===== src/rtl/sipo_frame_rx_if.sv =====
// sipo_frame_rx_if
//   Bundles the serial input side and the parallel result side of the
//   frame receiver. Clock and reset stay as plain ports on the modules.
//
//   Signals:
//     start       frame-start pulse           (master -> slave)
//     bit_en      bit strobe                  (master -> slave)
//     sin         serial data                 (master -> slave)
//     dout        last good word, WIDTH bits  (slave -> master)
//     dout_valid  one-cycle update pulse      (slave -> master)
//     busy        frame in progress           (slave -> master)
//     frame_err   one-cycle bad-stop pulse    (slave -> master)
//     parity_err  one-cycle parity pulse, only with SIPO_FRAME_RX_PARITY_EN
//
//   Optional feature macro: SIPO_FRAME_RX_PARITY_EN
interface sipo_frame_rx_if #(
  parameter int WIDTH = 7
);
  logic             start;
  logic             bit_en;
  logic             sin;
  logic [WIDTH-1:0] dout;
  logic             dout_valid;
  logic             busy;
  logic             frame_err;
`ifdef SIPO_FRAME_RX_PARITY_EN
  logic             parity_err;
`endif

`ifdef SIPO_FRAME_RX_PARITY_EN
  modport master (
    output start, bit_en, sin,
    input  dout, dout_valid, busy, frame_err, parity_err
  );
  modport slave (
    input  start, bit_en, sin,
    output dout, dout_valid, busy, frame_err, parity_err
  );
`else
  modport master (
    output start, bit_en, sin,
    input  dout, dout_valid, busy, frame_err
  );
  modport slave (
    input  start, bit_en, sin,
    output dout, dout_valid, busy, frame_err
  );
`endif
endinterface


===== src/rtl/sipo_frame_rx.sv =====
// sipo_frame_rx
//   Serial-in/parallel-out frame receiver. After an accepted start it
//   collects WIDTH data bits, one per bit strobe, then samples a stop bit.
//   A good stop bit loads dout and pulses dout_valid for one cycle; a bad
//   stop bit pulses frame_err and leaves dout untouched. All outputs are
//   registered.
//
//   Ports:
//     clk   rising-edge clock
//     res   asynchronous active-low reset
//     bus   sipo_frame_rx_if.slave (start, bit_en, sin in;
//           dout, dout_valid, busy, frame_err [, parity_err] out)
//
//   Parameters:
//     WIDTH      data bits per frame (2..16)
//     MSB_FIRST  0: first data bit lands in dout[0]; 1: in dout[WIDTH-1]
//
//   Optional feature macro: SIPO_FRAME_RX_PARITY_EN
//     Adds a PARITY state after the data bits (even parity over data plus
//     parity bit) and the parity_err output.
module sipo_frame_rx #(
  parameter int WIDTH     = 7,
  parameter bit MSB_FIRST = 1'b0
) (
  input logic            clk,
  input logic            res,
  sipo_frame_rx_if.slave bus
);

  localparam int CNT_W = $clog2(WIDTH + 1);
  localparam logic [CNT_W-1:0] LAST_BIT = CNT_W'(WIDTH - 1);

  typedef enum logic [1:0] {
    IDLE   = 2'd0,
    DATA   = 2'd1,
    PARITY = 2'd2,
    STOP   = 2'd3
  } state_t;

  state_t           state, state_nxt;
  logic [CNT_W-1:0] cnt, cnt_nxt;
  logic [WIDTH-1:0] shreg, shreg_nxt;
  logic [WIDTH-1:0] dout_q, dout_nxt;
  logic             valid_q, valid_nxt;
  logic             busy_q, busy_nxt;
  logic             ferr_q, ferr_nxt;
`ifdef SIPO_FRAME_RX_PARITY_EN
  logic             perr_q, perr_nxt;
  logic             pbad, pbad_nxt;
`endif

  function automatic logic [WIDTH-1:0] shift_in(input logic [WIDTH-1:0] sr,
                                                input logic b);
    if (MSB_FIRST)
      return {sr[WIDTH-2:0], b};
    else
      return {b, sr[WIDTH-1:1]};
  endfunction

  always_comb begin
    state_nxt = state;
    cnt_nxt   = cnt;
    shreg_nxt = shreg;
    dout_nxt  = dout_q;
    valid_nxt = 1'b0;
    busy_nxt  = busy_q;
    ferr_nxt  = 1'b0;
`ifdef SIPO_FRAME_RX_PARITY_EN
    perr_nxt  = 1'b0;
    pbad_nxt  = pbad;
`endif
    // sin is only looked at under bit_en, so X on an unstrobed cycle
    // cannot reach any state.
    case (state)
      IDLE: begin
        if (bus.start) begin
          state_nxt = DATA;
          cnt_nxt   = '0;
          busy_nxt  = 1'b1;
`ifdef SIPO_FRAME_RX_PARITY_EN
          pbad_nxt  = 1'b0;
`endif
        end
      end
      DATA: begin
        if (bus.bit_en) begin
          shreg_nxt = shift_in(shreg, bus.sin);
          cnt_nxt   = cnt + CNT_W'(1);
          if (cnt == LAST_BIT) begin
`ifdef SIPO_FRAME_RX_PARITY_EN
            state_nxt = PARITY;
`else
            state_nxt = STOP;
`endif
          end
        end
      end
      PARITY: begin
`ifdef SIPO_FRAME_RX_PARITY_EN
        if (bus.bit_en) begin
          // Even parity: data bits XOR parity bit must be 0.
          pbad_nxt  = (^shreg) ^ bus.sin;
          state_nxt = STOP;
        end
`else
        state_nxt = IDLE;
`endif
      end
      STOP: begin
        if (bus.bit_en) begin
          state_nxt = IDLE;
          busy_nxt  = 1'b0;
`ifdef SIPO_FRAME_RX_PARITY_EN
          perr_nxt  = pbad;
          if (bus.sin && !pbad) begin
            dout_nxt  = shreg;
            valid_nxt = 1'b1;
          end
          ferr_nxt = ~bus.sin;
`else
          if (bus.sin) begin
            dout_nxt  = shreg;
            valid_nxt = 1'b1;
          end else begin
            ferr_nxt = 1'b1;
          end
`endif
        end
      end
      default: state_nxt = IDLE;
    endcase
  end

  always_ff @(posedge clk or negedge res) begin
    if (!res) begin
      state   <= IDLE;
      cnt     <= '0;
      shreg   <= '0;
      dout_q  <= '0;
      valid_q <= 1'b0;
      busy_q  <= 1'b0;
      ferr_q  <= 1'b0;
`ifdef SIPO_FRAME_RX_PARITY_EN
      perr_q  <= 1'b0;
      pbad    <= 1'b0;
`endif
    end else begin
      state   <= state_nxt;
      cnt     <= cnt_nxt;
      shreg   <= shreg_nxt;
      dout_q  <= dout_nxt;
      valid_q <= valid_nxt;
      busy_q  <= busy_nxt;
      ferr_q  <= ferr_nxt;
`ifdef SIPO_FRAME_RX_PARITY_EN
      perr_q  <= perr_nxt;
      pbad    <= pbad_nxt;
`endif
    end
  end

  assign bus.dout       = dout_q;
  assign bus.dout_valid = valid_q;
  assign bus.busy       = busy_q;
  assign bus.frame_err  = ferr_q;
`ifdef SIPO_FRAME_RX_PARITY_EN
  assign bus.parity_err = perr_q;
`endif

endmodule


===== src/flat_wrapper.sv =====
// flat-port wrapper written by rule: the top's interface ports become plain ports
module sipo_frame_rx_flat 
#(
  parameter int WIDTH     = 7,
  parameter bit MSB_FIRST = 1'b0
)
  (clk, res, bus_start, bus_bit_en, bus_sin, bus_dout, bus_dout_valid, bus_busy, bus_frame_err);
  sipo_frame_rx_if #(.WIDTH(WIDTH)) bus_i ();
  input logic clk;
  input logic res;
  input wire logic [$bits(bus_i.start)-1:0] bus_start;
  input wire logic [$bits(bus_i.bit_en)-1:0] bus_bit_en;
  input wire logic [$bits(bus_i.sin)-1:0] bus_sin;
  output wire logic [$bits(bus_i.dout)-1:0] bus_dout;
  output wire logic [$bits(bus_i.dout_valid)-1:0] bus_dout_valid;
  output wire logic [$bits(bus_i.busy)-1:0] bus_busy;
  output wire logic [$bits(bus_i.frame_err)-1:0] bus_frame_err;
  assign bus_i.start = bus_start;
  assign bus_i.bit_en = bus_bit_en;
  assign bus_i.sin = bus_sin;
  assign bus_dout = bus_i.dout;
  assign bus_dout_valid = bus_i.dout_valid;
  assign bus_busy = bus_i.busy;
  assign bus_frame_err = bus_i.frame_err;
  sipo_frame_rx #(.WIDTH(WIDTH), .MSB_FIRST(MSB_FIRST)) u_core (.clk(clk), .res(res), .bus(bus_i));
endmodule

===== config.mk =====
export PLATFORM = sky130hd
export DESIGN_NAME = sipo_frame_rx_flat
export DESIGN_NICKNAME = d
export VERILOG_FILES = /design/src/rtl/sipo_frame_rx_if.sv /design/src/rtl/sipo_frame_rx.sv /design/src/flat_wrapper.sv
export SDC_FILE = /design/constraint.sdc
export NUM_CORES = 1
export LEC_CHECK = 0
export CAP_MARGIN = 20
export CORE_ASPECT_RATIO = 1.75
export CORE_MARGIN = 1.5
export CORE_UTILIZATION = 30
export CTS_BUF_LIST = sky130_fd_sc_hd__clkbuf_4
export CTS_CLUSTER_SIZE = 20
export DETAILED_ROUTE_END_ITERATION = 10
export GPL_ROUTABILITY_DRIVEN = 0
export GPL_TIMING_DRIVEN = 0
export PLACE_DENSITY_LB_ADDON = 0.2
export SLEW_MARGIN = 15
export SYNTH_ARGS = -nofsm -noshare
export SYNTH_HDL_FRONTEND = slang
export SYNTH_SLANG_ARGS = --single-unit

===== constraint.sdc =====
create_clock -name clk -period 1.8 [get_ports clk]
set_input_delay 0.18 -clock clk [delete_from_list [all_inputs] [get_ports clk]]
set_output_delay 0.18 -clock clk [all_outputs]
set_load 0.02 [all_outputs]

After elaboration in Yosys (flattened, before gate mapping)
Cells that the tools add are included.
- bits in registers: 22
- latch bits: 0
- bits in writable memories: 0
- memory bits (read-only): 0
- input bits: 5
- output and inout bits: 10
- word-level logic and storage cells: 41
- memories kept: 0
- $add $sub $neg: 1
- multipliers: 0
- div/mod/pow operators: 0
- magnitude comparators: 0
- equality and inequality tests: 8
- shift-type cells: 0
- muxes and demuxes: 17
- bitwise gates (word level): 0
- reduce and logical (&&, ||, !) cells: 8
- operators with widths (operator ; number):
    AND reduction 3 bit ; 3
    two-way mux 1 bit ; 8
    two-way mux 2 bit ; 4
    one-hot mux 2 bit (4 select lines) ; 1
    two-way mux 3 bit ; 2
    inequality test 2 bit, second input constant ; 3
    one-hot mux 3 bit (2 select lines) ; 1
    equality test 2 bit, second input constant ; 2
    AND reduction 4 bit ; 1
    nonzero test 2 bit ; 2
    adder 3 x 1 -> 3 bit, second input constant ; 1
    equality test 3 bit, second input constant ; 1
    equality test 2 x 1 -> 1 bit, second input constant ; 1
    zero test 2 bit ; 1
    inequality test 2 x 1 -> 1 bit, second input constant ; 1
    one-hot mux 1 bit (2 select lines) ; 1
    AND reduction 2 bit ; 1

Depth between registers and ports, before layout
- word-level depth: 4
- mapped depth: 5
- gate-level depth less buffers: 5

Worst setup path before layout
OpenSTA, ideal clock, no wires.
- path kind: reg2reg
- start: reg u_core.state[1]
- end: reg u_core.shreg[0]
- setup time: 0.125 ns
- data arrival time: 1.123 ns
- required time: 1.675 ns
- setup slack: 0.552 ns
- stages on the path, launching flop included: 5
- path buffers: 2
- clock period less this slack: 1.248 ns
- cell sequence: dfrtp_1 -> buf_6 -> or2_1 -> buf_6 -> mux2_4
- longest elaborated chain between the ends: 2
- ends and longest elaborated chain (element ; RTL line ; source):
    start, declared ; sipo_frame_rx.sv:40 ; state_t state, state_nxt;
    start signal, assigned ; sipo_frame_rx.sv:148 ; state <= state_nxt;
    equality test 2 x 1 -> 1 bit ; sipo_frame_rx.sv:74 ; case (state)
    AND reduction 2 bit (no source line) ; n/a ;
    end signal, assigned ; sipo_frame_rx.sv:150 ; shreg <= shreg_nxt;
    end, declared ; sipo_frame_rx.sv:42 ; logic [WIDTH-1:0] shreg, shreg_nxt;
Every way passes these cells.
A chain may end at the register's enable or synchronous reset.

Worst setup path after layout
- start: reg u_core.busy_q, in the netlist u_core.bus.busy
- end: out bus_busy
- RTL lines (element ; RTL line ; source):
    start, declared ; sipo_frame_rx.sv:45 ; logic busy_q, busy_nxt;
    start signal, assigned ; sipo_frame_rx.sv:153 ; busy_q <= busy_nxt;
    end, declared ; flat_wrapper.sv:16 ; output wire logic [$bits(bus_i.busy)-1:0] bus_busy;
No word-level cell between the ends.

==> flow_summary.json <==
{
  "status": "finished clean",
  "rsz0062_at_grt": "false",
  "crit_family": "buffers and inverters",
  "yosys.area.top_type_share": 0.579,
  "crit_arrival_ns": 1.29,
  "finalSetupViolCount": 0,
  "cp_slowest_cell": "clkdlybuf4s50_1",
  "max_slew.worst_pin.slew_ns": 0.301,
  "slew-limit-headroom": 0.799,
  "pre_cts_ws_ns": 0.283,
  "netlist_area_um2": 951,
  "path_cells": "clkdlybuf4s50_1",
  "ys_seq_area_frac": 0.579,
  "ir_drop_v": 0.000724,
  "crit_path_end_kind": "primary output",
  "period_share": 0.814,
  "slew_viol_final": 0,
  "syn_area_per_cell_um2": 14.2,
  "ys_warn_count": 0,
  "syn-num-nets": 74,
  "synth-edff-count": 0,
  "finClkSkew_ns": 0.00646,
  "postCtsSetupBuffers": 0,
  "max_cap_violations": 0,
  "core_area_um2": 2960,
  "antenna_left": 0,
  "ys.flop_type": "dfrtp_1",
  "grt_pass1_vias": 571,
  "root_buffer": "clkbuf_4",
  "cts_hold_buf": 0,
  "path_class": "reg -> out",
  "cts.path.max_buffers": 2,
  "rr_worst_depth": 4,
  "wire_per_inst_um": 11.3,
  "pin_count": 15,
  "worstPathMaxFanout": 3,
  "synth.most_common_cell": "dfrtp_1",
  "drt-initial-drc-count": 13,
  "fmax_mhz": 682,
  "ys_types": 22,
  "viasPerCell": 4.42,
  "finalHoldViolCount": 0,
  "cp.depth": 1,
  "setup_slack_ns": 0.335,
  "final_nets": 93,
  "drt_wl_total_um": 1430,
  "grt_use_total": 0.0988,
  "htree_num_levels": 1,
  "firstDrtPassIters": 2,
  "fin_crit_ns": 1.47,
  "synthTopCellsByArea": "dfrtp_1, mux2_4, mux2_2",
  "synthArstFlopShare": 1.00,
  "numPortBuffers": 13,
  "drive_above_1_share": 0.306,
  "clkTransAtPathRegs_ns": 0.13,
  "area_growth_pct": 26.3,
  "grt_max_degree": 23,
  "vias": 561,
  "die_area_um2": 3530,
  "yosys.area.top_type": "dfrtp_1",
  "hpwl_um": 1060,
  "clkLatencyLatePin_ns": 0.30,
  "drc": 0,
  "diodes": 0,
  "finalSetupTns_ns": 0,
  "slowest_delay_ns": 0.61,
  "start_util": 0.321,
  "worstHoldPathType": "in -> async",
  "cts_inserted_buffers": 3,
  "p_leak_nw": 0.571,
  "grt_pass1_wl_um": 2600,
  "antenna_found_initial": 0,
  "required_ns": 1.62,
  "die_w_um": 45.6,
  "power_density_nw_per_um2": 1660,
  "ctsResizeCount": 0,
  "worst-path-buf-inv": 1,
  "cts.sinks": 22,
  "ys_top_cells_by_count": "dfrtp_1, mux2_2, mux2_4, inv_1",
  "placementRows": 26,
  "ys_ff_latch": 22,
  "fp.dieH_um": 77.5,
  "cts_tree": "yes",
  "syn_inst": 67,
  "overflow": 0,
  "cp-start-kind": "register"
}
[power by group]
part | switching [W] | internal, W
Clock | 0.000148 | 0.000225
Sequential | 0.000145 | 0.000702
Combinational | 0.000306 | 0.000468
[cells by family after synthesis]
group           share of synthesized area
buf+inv                            0.0474
compound gates                     0.0553
flops                               0.579
fa+ha+maj                          0.0263
simple gates                       0.0658
mux                                 0.226
[path summary, 6_finish.rpt]
path,slack (ns),start,endpoint
worst min-delay path,0.11,res,u_core.bus.dout[0]$_DFFE_PN0P_
min in group clk,0.13,bus_bit_en,u_core.state[0]$_DFFE_PN0P_
worst min register to register,0.52,u_core.bus.dout[6]$_DFFE_PN0P_,u_core.bus.dout[6]$_DFFE_PN0P_
max in group asynchronous,1.28,res,u_core.cnt[2]$_DFFE_PN0P_
worst max register to register,0.44,u_core.state[0]$_DFFE_PN0P_,u_core.shreg[5]$_DFFE_PN0P_
worst max-delay path,0.33,u_core.bus.busy$_DFFE_PN0P_,bus_busy
[metrics by stage]
stage	hold slack (ns)	instance area, µm²	power (W)	utilization	cells
after CTS	0.117	1190	0.00202	0.401	126
after floorplan	-0.116	951	0.00137	-	67
after global routing	0.0967	1200	0.00215	0.406	127
after global placement	0.450	1130	0.00163	0.383	122
after detailed placement	0.458	1130	0.00165	0.383	122
final	0.108	1200	0.00199	0.406	127
[routing by layer]
layer | track usage | vias to the layer above | routed length (µm)
met4 | 0.0441 | 0 | 13
met3 | 0.0209 | 2 | 46
li1 | - | 266 | -
met2 | 0.148 | 9 | 779
met1 | 0.133 | 284 | 595
met5 | 0 | - | 0
[cell usage in the layout (no fill, tap or decap), types with 2 or more instances in the layout]
cell / netlist / routed
o21ai_0: 3 / 3
mux2_4: 7 / 7
nand2_1: 3 / 3
mux2i_1: 2 / 2
mux2_2: 8 / 8
clkdlybuf4s50_1: 0 / 13
nor2_1: 2 / 2
clkbuf_4: 0 / 3
inv_1: 4 / 4
buf_6: 2 / 2
dfrtp_1: 22 / 22
ha_1: 2 / 2
[state kept, by name (all words and copies together) (netlist names)]
signal	cells
u_core.bus.busy	1
u_core.bus.dout_valid	1
u_core.shreg	7
u_core.cnt	3
u_core.state	2
u_core.bus.frame_err	1
u_core.bus.dout	7
[final cells by class]
type	instances	area (µm²)
Clock buffer	3	22.5
Multi-Input combinational cell	38	355
Buffer	3	30.0
Fill cell	293	1760
Timing Repair Buffer	14	145
Inverter	4	15.0
Clock inverter	1	30.0
Sequential cell	22	551
Tap cell	42	52.6
(Power assumes the default switching activity.)
